`src/rtl/cpu_pkg.sv`:
```
// Shared CPU constants: datapath widths, ALU command encodings and register-zero index.
package cpu_pkg;

    localparam int DW = 16;
    localparam int RW = 3;
    localparam int CW = 3;

    typedef enum logic [CW-1:0] {
        ALU_ADD = 3'b000,
        ALU_SUB = 3'b001,
        ALU_SLL = 3'b010,
        ALU_SGT = 3'b011,
        ALU_SRL = 3'b100,
        ALU_AND = 3'b101,
        ALU_OR  = 3'b110,
        ALU_EQ  = 3'b111
    } alu_cmd_e;

    localparam logic [RW-1:0] REG_ZERO = '0;

endpackage

```
`src/rtl/operand_fwd_mux.sv`:
```
// Operand bypass select: EX/MEM result beats MEM/WB data beats stored regfile data.
// Register r0 always reads as zero and is never bypassed.
module operand_fwd_mux
    import cpu_pkg::*;
#(
    parameter int DW = cpu_pkg::DW,
    parameter int RW = cpu_pkg::RW
) (
    input  logic [RW-1:0] addr,
    input  logic [DW-1:0] stored_data,
    input  logic          exmem_wr_en,
    input  logic [RW-1:0] exmem_rd_addr,
    input  logic [DW-1:0] exmem_res,
    input  logic          memwb_wr_en,
    input  logic [RW-1:0] memwb_rd_addr,
    input  logic [DW-1:0] memwb_data,
    output logic [DW-1:0] data
);

    always_comb begin
        // NOTE: default assignment first so no path through this block infers a latch.
        data = stored_data;
        if (addr == REG_ZERO) begin
            data = '0;
        end else if (exmem_wr_en && (exmem_rd_addr == addr)) begin
            data = exmem_res;
        end else if (memwb_wr_en && (memwb_rd_addr == addr)) begin
            data = memwb_data;
        end
    end

endmodule

```
`src/rtl/idex_operand_stage.sv`:
```
// ID/EX pipeline register feeding the ALU, with EX/MEM and MEM/WB operand bypass
// and load-use hazard detection.
module idex_operand_stage
    import cpu_pkg::*;
#(
    parameter int DW = cpu_pkg::DW,
    parameter int RW = cpu_pkg::RW,
    parameter int CW = cpu_pkg::CW
) (
    input  logic          clk,
    input  logic          rst_n,
    input  logic          stall,
    input  logic          flush,
    input  logic          id_valid,
    input  logic [RW-1:0] id_rs_addr,
    input  logic [RW-1:0] id_rt_addr,
    input  logic [DW-1:0] id_rs_data,
    input  logic [DW-1:0] id_rt_data,
    input  logic [DW-1:0] id_imm,
    input  logic          id_use_imm,
    input  logic [CW-1:0] id_cmd,
    input  logic [RW-1:0] id_rd_addr,
    input  logic          id_wr_en,
    input  logic          id_is_load,
    input  logic          exmem_wr_en,
    input  logic [RW-1:0] exmem_rd_addr,
    input  logic [DW-1:0] exmem_res,
    input  logic          memwb_wr_en,
    input  logic [RW-1:0] memwb_rd_addr,
    input  logic [DW-1:0] memwb_data,
    output logic [DW-1:0] alu_op1,
    output logic [DW-1:0] alu_op2,
    output logic [CW-1:0] alu_cmd,
    output logic          ex_valid,
    output logic [RW-1:0] ex_rd_addr,
    output logic          ex_wr_en,
    output logic          ex_is_load,
    output logic          load_use_hazard
);

    logic          valid_q;
    logic          wr_en_q;
    logic          is_load_q;
    logic [RW-1:0] rd_addr_q;
    logic [CW-1:0] cmd_q;
    logic [RW-1:0] rs_addr_q;
    logic [RW-1:0] rt_addr_q;
    logic [DW-1:0] rs_data_q;
    logic [DW-1:0] rt_data_q;
    logic [DW-1:0] imm_q;
    logic          use_imm_q;

    logic [DW-1:0] rs_fwd;
    logic [DW-1:0] rt_fwd;
    logic          bubble;

    operand_fwd_mux #(.DW(DW), .RW(RW)) u_rs_fwd (
        .addr          (rs_addr_q),
        .stored_data   (rs_data_q),
        .exmem_wr_en   (exmem_wr_en),
        .exmem_rd_addr (exmem_rd_addr),
        .exmem_res     (exmem_res),
        .memwb_wr_en   (memwb_wr_en),
        .memwb_rd_addr (memwb_rd_addr),
        .memwb_data    (memwb_data),
        .data          (rs_fwd)
    );

    operand_fwd_mux #(.DW(DW), .RW(RW)) u_rt_fwd (
        .addr          (rt_addr_q),
        .stored_data   (rt_data_q),
        .exmem_wr_en   (exmem_wr_en),
        .exmem_rd_addr (exmem_rd_addr),
        .exmem_res     (exmem_res),
        .memwb_wr_en   (memwb_wr_en),
        .memwb_rd_addr (memwb_rd_addr),
        .memwb_data    (memwb_data),
        .data          (rt_fwd)
    );

    // ID reads the register a load in EX is still fetching; an immediate OP2 ignores rt.
    assign load_use_hazard = id_valid && valid_q && is_load_q && (rd_addr_q != REG_ZERO) &&
                             ((id_rs_addr == rd_addr_q) ||
                              (!id_use_imm && (id_rt_addr == rd_addr_q)));

    // Only reached when not stalled, or when flush overrides the stall.
    assign bubble = flush || load_use_hazard;

    always_ff @(posedge clk or negedge rst_n) begin
        // NOTE: non-blocking assignments for all state so every register samples pre-edge values.
        if (!rst_n) begin
            valid_q   <= 1'b0;
            wr_en_q   <= 1'b0;
            is_load_q <= 1'b0;
            rd_addr_q <= '0;
            cmd_q     <= ALU_ADD;
            rs_addr_q <= '0;
            rt_addr_q <= '0;
            rs_data_q <= '0;
            rt_data_q <= '0;
            imm_q     <= '0;
            use_imm_q <= 1'b0;
        end else if (stall && !flush) begin
            // Latch the bypassed value so a producer retiring mid-stall is not lost.
            rs_data_q <= rs_fwd;
            rt_data_q <= rt_fwd;
        end else begin
            valid_q   <= id_valid && !bubble;
            wr_en_q   <= id_valid && id_wr_en && !bubble;
            is_load_q <= id_valid && id_is_load && !bubble;
            rd_addr_q <= id_rd_addr;
            cmd_q     <= id_cmd;
            rs_addr_q <= id_rs_addr;
            rt_addr_q <= id_rt_addr;
            rs_data_q <= (id_rs_addr == REG_ZERO) ? '0 : id_rs_data;
            rt_data_q <= (id_rt_addr == REG_ZERO) ? '0 : id_rt_data;
            imm_q     <= id_imm;
            use_imm_q <= id_use_imm;
        end
    end

    assign alu_op1    = rs_fwd;
    assign alu_op2    = use_imm_q ? imm_q : rt_fwd;
    assign alu_cmd    = cmd_q;
    assign ex_valid   = valid_q;
    assign ex_rd_addr = rd_addr_q;
    assign ex_wr_en   = wr_en_q;
    assign ex_is_load = is_load_q;

endmodule

```
`config.mk`:
```
export PLATFORM = sky130hd
export DESIGN_NAME = idex_operand_stage
export DESIGN_NICKNAME = d
export VERILOG_FILES = /design/src/rtl/cpu_pkg.sv /design/src/rtl/operand_fwd_mux.sv /design/src/rtl/idex_operand_stage.sv
export SDC_FILE = /design/constraint.sdc
export NUM_CORES = 1
export LEC_CHECK = 0
export CAP_MARGIN = 5
export CORE_MARGIN = 2
export CORE_UTILIZATION = 44
export DETAILED_ROUTE_END_ITERATION = 8
export PLACE_DENSITY = 0.81
export REMOVE_ABC_BUFFERS = 1
export SLEW_MARGIN = 10
export SYNTH_ARGS = -nofsm -noshare
export SYNTH_HDL_FRONTEND = slang
export SYNTH_SLANG_ARGS = --single-unit
```
`constraint.sdc`:
```
create_clock -name clk -period 4.1 [get_ports clk]
set_input_delay 1.23 -clock clk [delete_from_list [all_inputs] [get_ports clk]]
set_output_delay 1.23 -clock clk [all_outputs]
set_load 0.005 [all_outputs]
```
=== Word level (Yosys, flattened, before mapping) ===
Cells that the tools add are included.

* Input port bits: 108
* Output and inout bits: 42
* Bits in registers: 64

* Reduce and logical (&&, ||, !) cells: 25
* Multiplexer cells: 11
* Eq/ne operators: 6

{| class="wikitable"
|+ Operators with widths
! kind !! number
|-
| two-way mux 16 bit || 11
|-
| == test 3 bit || 6
|-
| logical AND 1 bit || 15
|-
| logical NOT 3 bit || 4
|-
| logical NOT 1 bit || 3
|-
| nonzero test 3 bit || 1
|-
| logical OR 1 bit || 2
|}

=== Depth between registers and ports, before layout ===
* Word-level depth: 7
* Gate-level depth with buffers: 6
* Depth with buffers taken out: 4

=== Modules after synthesis ===
Synthesis repeated with hierarchy kept, for this count alone.

* Cell total of the unflattened synthesis: 303
* Area total of the unflattened synthesis: 3470.8 um^2

{| class="wikitable"
|+ By module, submodules not included
! module !! sequential area each (um^2) !! cells each !! area each (um^2) !! instances
|-
| idex_operand_stage || 1601.5 || 179 || 2605.0 || 1
|-
| operand_fwd_mux || 0.0 || 62 || 432.9 || 2
|}

=== Least setup slack after synthesis ===
No wires, ideal clock.

* Kind: input-to-output
* Start: in memwb_rd_addr[0]
* End: out alu_op2[10]
* Arrival: 2609 ps
* Path slack: 261 ps
* Data required time: 2870 ps
* Path buffers: 2
* Stages: 6
* Path through: xor2_1 > or4b_1 > buf_2 > buf_6 > a221oi_2 > o31ai_1

* Word-level cells in the longest chain between the ends: 6

{| class="wikitable"
|+ Ends and longest elaborated chain
! what !! RTL line !! RTL
|-
| start: declaration || idex_operand_stage.sv:29 || <nowiki>input logic [RW-1:0] memwb_rd_addr,</nowiki>
|-
| == test 3 bit || operand_fwd_mux.sv:27 || <nowiki>end else if (memwb_wr_en && (memwb_rd_addr == addr)) begin</nowiki>
|-
| logical AND 1 bit || operand_fwd_mux.sv:27 ||
|-
| two-way mux 16 bit || operand_fwd_mux.sv:27 ||
|-
| two-way mux 16 bit || operand_fwd_mux.sv:25 || <nowiki>end else if (exmem_wr_en && (exmem_rd_addr == addr)) begin</nowiki>
|-
| two-way mux 16 bit || operand_fwd_mux.sv:23 || <nowiki>if (addr == REG_ZERO) begin</nowiki>
|-
| two-way mux 16 bit || idex_operand_stage.sv:123 || <nowiki>assign alu_op2 = use_imm_q ? imm_q : rt_fwd;</nowiki>
|-
| end: declaration || idex_operand_stage.sv:32 || <nowiki>output logic [DW-1:0] alu_op2,</nowiki>
|}

Every way passes these cells.

=== Worst setup path after layout ===
* Start: in memwb_rd_addr[2]
* End: out alu_op1[11]

* Word-level cells in the longest chain between the ends: 5

{| class="wikitable"
|+ Ends and longest elaborated chain
! what !! RTL line !! RTL
|-
| == test 3 bit || operand_fwd_mux.sv:27 ||
|-
| logical AND 1 bit || operand_fwd_mux.sv:27 ||
|-
| two-way mux 16 bit || operand_fwd_mux.sv:27 ||
|-
| two-way mux 16 bit || operand_fwd_mux.sv:25 ||
|-
| two-way mux 16 bit || operand_fwd_mux.sv:23 ||
|-
| end: declaration || idex_operand_stage.sv:31 || <nowiki>output logic [DW-1:0] alu_op1,</nowiki>
|}

Every way passes these cells.

==> metrics.txt <==
# TYPE chip_impl_metric gauge
chip_impl_metric{name="finalCritPeriodShare",unit=""} 1.03
chip_impl_info{name="critical_path_class",value="input pin to primary output"} 1
chip_impl_info{name="timing.hold.worst.class",value="flip-flop to flip-flop"} 1
chip_impl_metric{name="drive_gt1_frac",unit=""} 0.316
chip_impl_metric{name="die_height",unit="um"} 97.2
chip_impl_metric{name="setup_slack",unit="ps"} -105
chip_impl_metric{name="totalNegativeSetupSlack",unit="ps"} -953
chip_impl_metric{name="placementRows",unit=""} 33
chip_impl_metric{name="vias_per_cell",unit=""} 6.22
chip_impl_info{name="end_kind",value="primary output"} 1
chip_impl_metric{name="syn-mean-instance-area",unit="um^2"} 7.97
chip_impl_info{name="failed_checks",value="negative setup slack"} 1
chip_impl_metric{name="leakagePower",unit="nW"} 3.15
chip_impl_metric{name="max-slew-margin-rel",unit=""} 0.463
chip_impl_metric{name="synth.distinct_cells",unit=""} 24
chip_impl_metric{name="antenna_found_initial",unit=""} 0
chip_impl_metric{name="detail_placement_hpwl",unit="mm"} 9.86
chip_impl_metric{name="drt.antenna.violating_nets",unit=""} 0
chip_impl_metric{name="floorplan.core_area",unit="um^2"} 8300
chip_impl_metric{name="synth_seq_cells",unit=""} 64
chip_impl_metric{name="tritoncts_num_sinks",unit=""} 64
chip_impl_metric{name="diode_count",unit=""} 0
chip_impl_metric{name="grt_start_max_net_pins",unit=""} 27
chip_impl_metric{name="totalWireLength",unit="mm"} 18.9
chip_impl_metric{name="final_cell_area",unit="um^2"} 6940
chip_impl_metric{name="hold_depth",unit=""} 2
chip_impl_metric{name="drt-initial-drc-count",unit=""} 533
chip_impl_info{name="cts_tree",value="yes"} 1
chip_impl_metric{name="number_of_hold_buffers_added_after_cts",unit=""} 0
chip_impl_metric{name="cts-root-to-sink-buffers",unit=""} 2
chip_impl_metric{name="worst-slew-pin-transition",unit="ps"} 806
chip_impl_metric{name="drt-wirelength-per-cell",unit="um"} 22.7
chip_impl_metric{name="portBuffers",unit=""} 149
chip_impl_metric{name="global_route_wire_length_before_repair",unit="mm"} 27.0
chip_impl_metric{name="final_max_slew_viol_count",unit=""} 0
chip_impl_metric{name="place_area",unit="um^2"} 5750
chip_impl_metric{name="grt.total_usage",unit=""} 0.360
chip_impl_metric{name="skew",unit="ps"} 13.7
chip_impl_metric{name="layout-area-overhead-vs-synth",unit="%"} 81.6
chip_impl_metric{name="initial_core_util",unit=""} 0.460
chip_impl_metric{name="r2r_cells",unit=""} 21
chip_impl_metric{name="drc",unit=""} 0
chip_impl_metric{name="clkTransAtPathRegs",unit="ps"} 70
chip_impl_metric{name="critical_path_peak_fanout",unit=""} 8
chip_impl_info{name="root_buffer",value="clkbuf_8"} 1
chip_impl_metric{name="final_nets",unit=""} 832
chip_impl_metric{name="cts_inserted_buffers",unit=""} 9
chip_impl_metric{name="maxCapViolCount",unit=""} 0
chip_impl_metric{name="clk-insertion-delay-late",unit="ps"} 360
chip_impl_metric{name="grt_pass1_vias",unit=""} 5366
chip_impl_metric{name="fin_util",unit=""} 0.836
chip_impl_metric{name="yosys_warnings",unit=""} 0
chip_impl_metric{name="powerDensity",unit="nW/um^2"} 314
chip_impl_metric{name="reg2reg_setup_slack",unit="ps"} 860
chip_impl_metric{name="setup_viol",unit=""} 26
chip_impl_metric{name="critical_path_required",unit="ps"} 2870
chip_impl_metric{name="critPathArrivalTime",unit="ps"} 2980
chip_impl_metric{name="largest_voltage_drop_on_the_vdd_net",unit="uV"} 226
chip_impl_metric{name="die_width",unit="um"} 97.2
chip_impl_metric{name="maxClockFrequency",unit="GHz"} 0.238
chip_impl_info{name="outcome",value="complete, but fails checks"} 1
chip_impl_metric{name="clock_tree.htree_level_count",unit=""} 3
chip_impl_info{name="timing.critical_path.from_type",value="input pin"} 1
chip_impl_metric{name="ioPinCount",unit=""} 150
chip_impl_info{name="netlist.top_cell.by_area",value="dfrtp_1"} 1
chip_impl_info{name="ys_top_cells_by_area",value="dfrtp_1, nand2_1, o31ai_1"} 1
chip_impl_metric{name="synth_area",unit="um^2"} 3820
chip_impl_metric{name="share_of_the_yosys_chip_area_belonging_to_registers",unit=""} 0.419
chip_impl_metric{name="synthCells",unit=""} 479
chip_impl_metric{name="remaining_global_route_overflow",unit=""} 0
chip_impl_info{name="unrepaired_setup_endpoints_after_global_routing",value="true"} 1
chip_impl_metric{name="synth_top_cell_area_share",unit=""} 0.419
chip_impl_metric{name="gp_congestion",unit=""} 0.934
chip_impl_metric{name="finalCriticalPeriod",unit="ps"} 4210
chip_impl_metric{name="die_area",unit="um^2"} 9440
chip_impl_metric{name="vias",unit=""} 5179
chip_impl_metric{name="hold_violations",unit=""} 0
chip_impl_metric{name="nFillCells",unit=""} 419
chip_impl_metric{name="drt_pre_antenna_iters",unit=""} 6
-- area by class of cell --
cell class | instances | area [um^2] | share of cell area
Multi-Input combinational cell | 379 | 2610 | 0.377
Clock inverter | 6 | 61.3 | 0.00884
Clock buffer | 9 | 124 | 0.0179
Timing Repair Buffer | 270 | 2400 | 0.347
Sequential cell | 64 | 1600 | 0.231
Tap cell | 105 | 131 | 0.0189
-- repair_timing --
action,in CTS,in global routing
buffers inserted,50,10
cloned,2,0
resized for setup,214,25
setup endpoints to repair,33,36
pin swaps,66,23
-- through the flow --
step	total power, mW	hold slack, ps	cells	setup slack [ps]
6_report	2.18	475	833	-105
3_5_place_dp	1.38	456	756	-795
2_1_floorplan	0.992	439	443	-137
4_1_cts	2.06	472	823	0.563
3_3_place_gp	1.37	452	756	-722
5_1_grt	2.24	511	833	-143
-- critical path: stages --
cell and delay (ps):
buf_8 110, xor2_4 150, or4b_4 600, buf_12 170, buf_6 110, a221oi_4 360
nor2_4 90, buf_2 140
-- state kept, by name, summed over array words and instances (netlist names) --
name,cells
imm_q,16
rs_data_q,16
ex_wr_en,1
rt_addr_q,3
ex_is_load,1
rs_addr_q,3
ex_rd_addr,3
use_imm_q,1
ex_valid,1
rt_data_q,16
alu_cmd,3
-- report_power, final --
| part | total [mW] | switching, mW | internal [mW] | leakage, nW |
|---|---|---|---|---|
| combinational | 0.885 | 0.427 | 0.458 | 2.27 |
| clock | 0.543 | 0.268 | 0.275 | 0.0948 |
| sequential | 0.749 | 0.0593 | 0.689 | 0.779 |
| total | 2.18 | 0.755 | 1.42 | 3.15 |
-- cells by family after synthesis --
kind of cell           Yosys count  synth area share
AO/OA/AOI/OAI                  100             0.227
XOR/XNOR                        18            0.0413
buffers and inverters           36            0.0413
flip-flops                      64             0.419
AND/OR/NAND/NOR                261             0.271
-- cells in the final DEF, fill, tap and decap left out, types with 3 or more instances in the layout --
master	synthesis	routed
dfrtp_1	64	64
o21ai_0	19	16
nor3_1	4	4
buf_2	6	30
buf_8	0	3
o31ai_1	48	39
xor2_2	0	3
clkinv_2	0	3
buf_12	0	7
a221oi_4	0	29
dlygate4sd2_1	0	6
xnor2_2	0	3
o31ai_2	0	9
xor2_1	9	5
buf_6	2	4
nand3_1	4	4
nor2_1	85	80
nor2_2	0	3
o21ai_1	0	3
xnor2_1	9	6
a221oi_2	20	3
clkdlybuf4s50_1	0	106
nand2_1	156	156
buf_4	0	108
clkbuf_8	0	9
-- worst paths after layout --
kind | from | end
hold / removal | imm_q[14] | imm_q[14]
max in group asynchronous | rst_n | rt_data_q[9]
setup reg to reg | ex_rd_addr[2] | ex_is_load
hold reg to reg | imm_q[14] | imm_q[14]
setup / recovery | memwb_rd_addr[2] | alu_op1[11]
min in group asynchronous | rst_n | alu_cmd[0]
-- routing by layer --
layer	up-vias	routed length, um	global-route usage
met5	-	0	0
met2	459	8890	0.605
li1	2139	-	-
met4	0	1470	0.248
met3	164	2070	0.0957
met1	2417	6510	0.397
-- synth_stat cells --
library cell / count
a211oi_1: 1
a221oi_1: 12
a221oi_2: 20
and4_1: 2
buf_1: 2
buf_2: 6
buf_6: 2
clkbuf_1: 26
dfrtp_1: 64
nand2_1: 156
nand2b_1: 2
nand3_1: 4
nand4_1: 2
nor2_1: 85
nor2b_1: 1
nor3_1: 4
o21ai_0: 19
o31ai_1: 48
or2_2: 1
or3_1: 1
or4_1: 1
or4b_1: 2
xnor2_1: 9
xor2_1: 9
No activity file was read; power rests on OpenSTA's default activity.
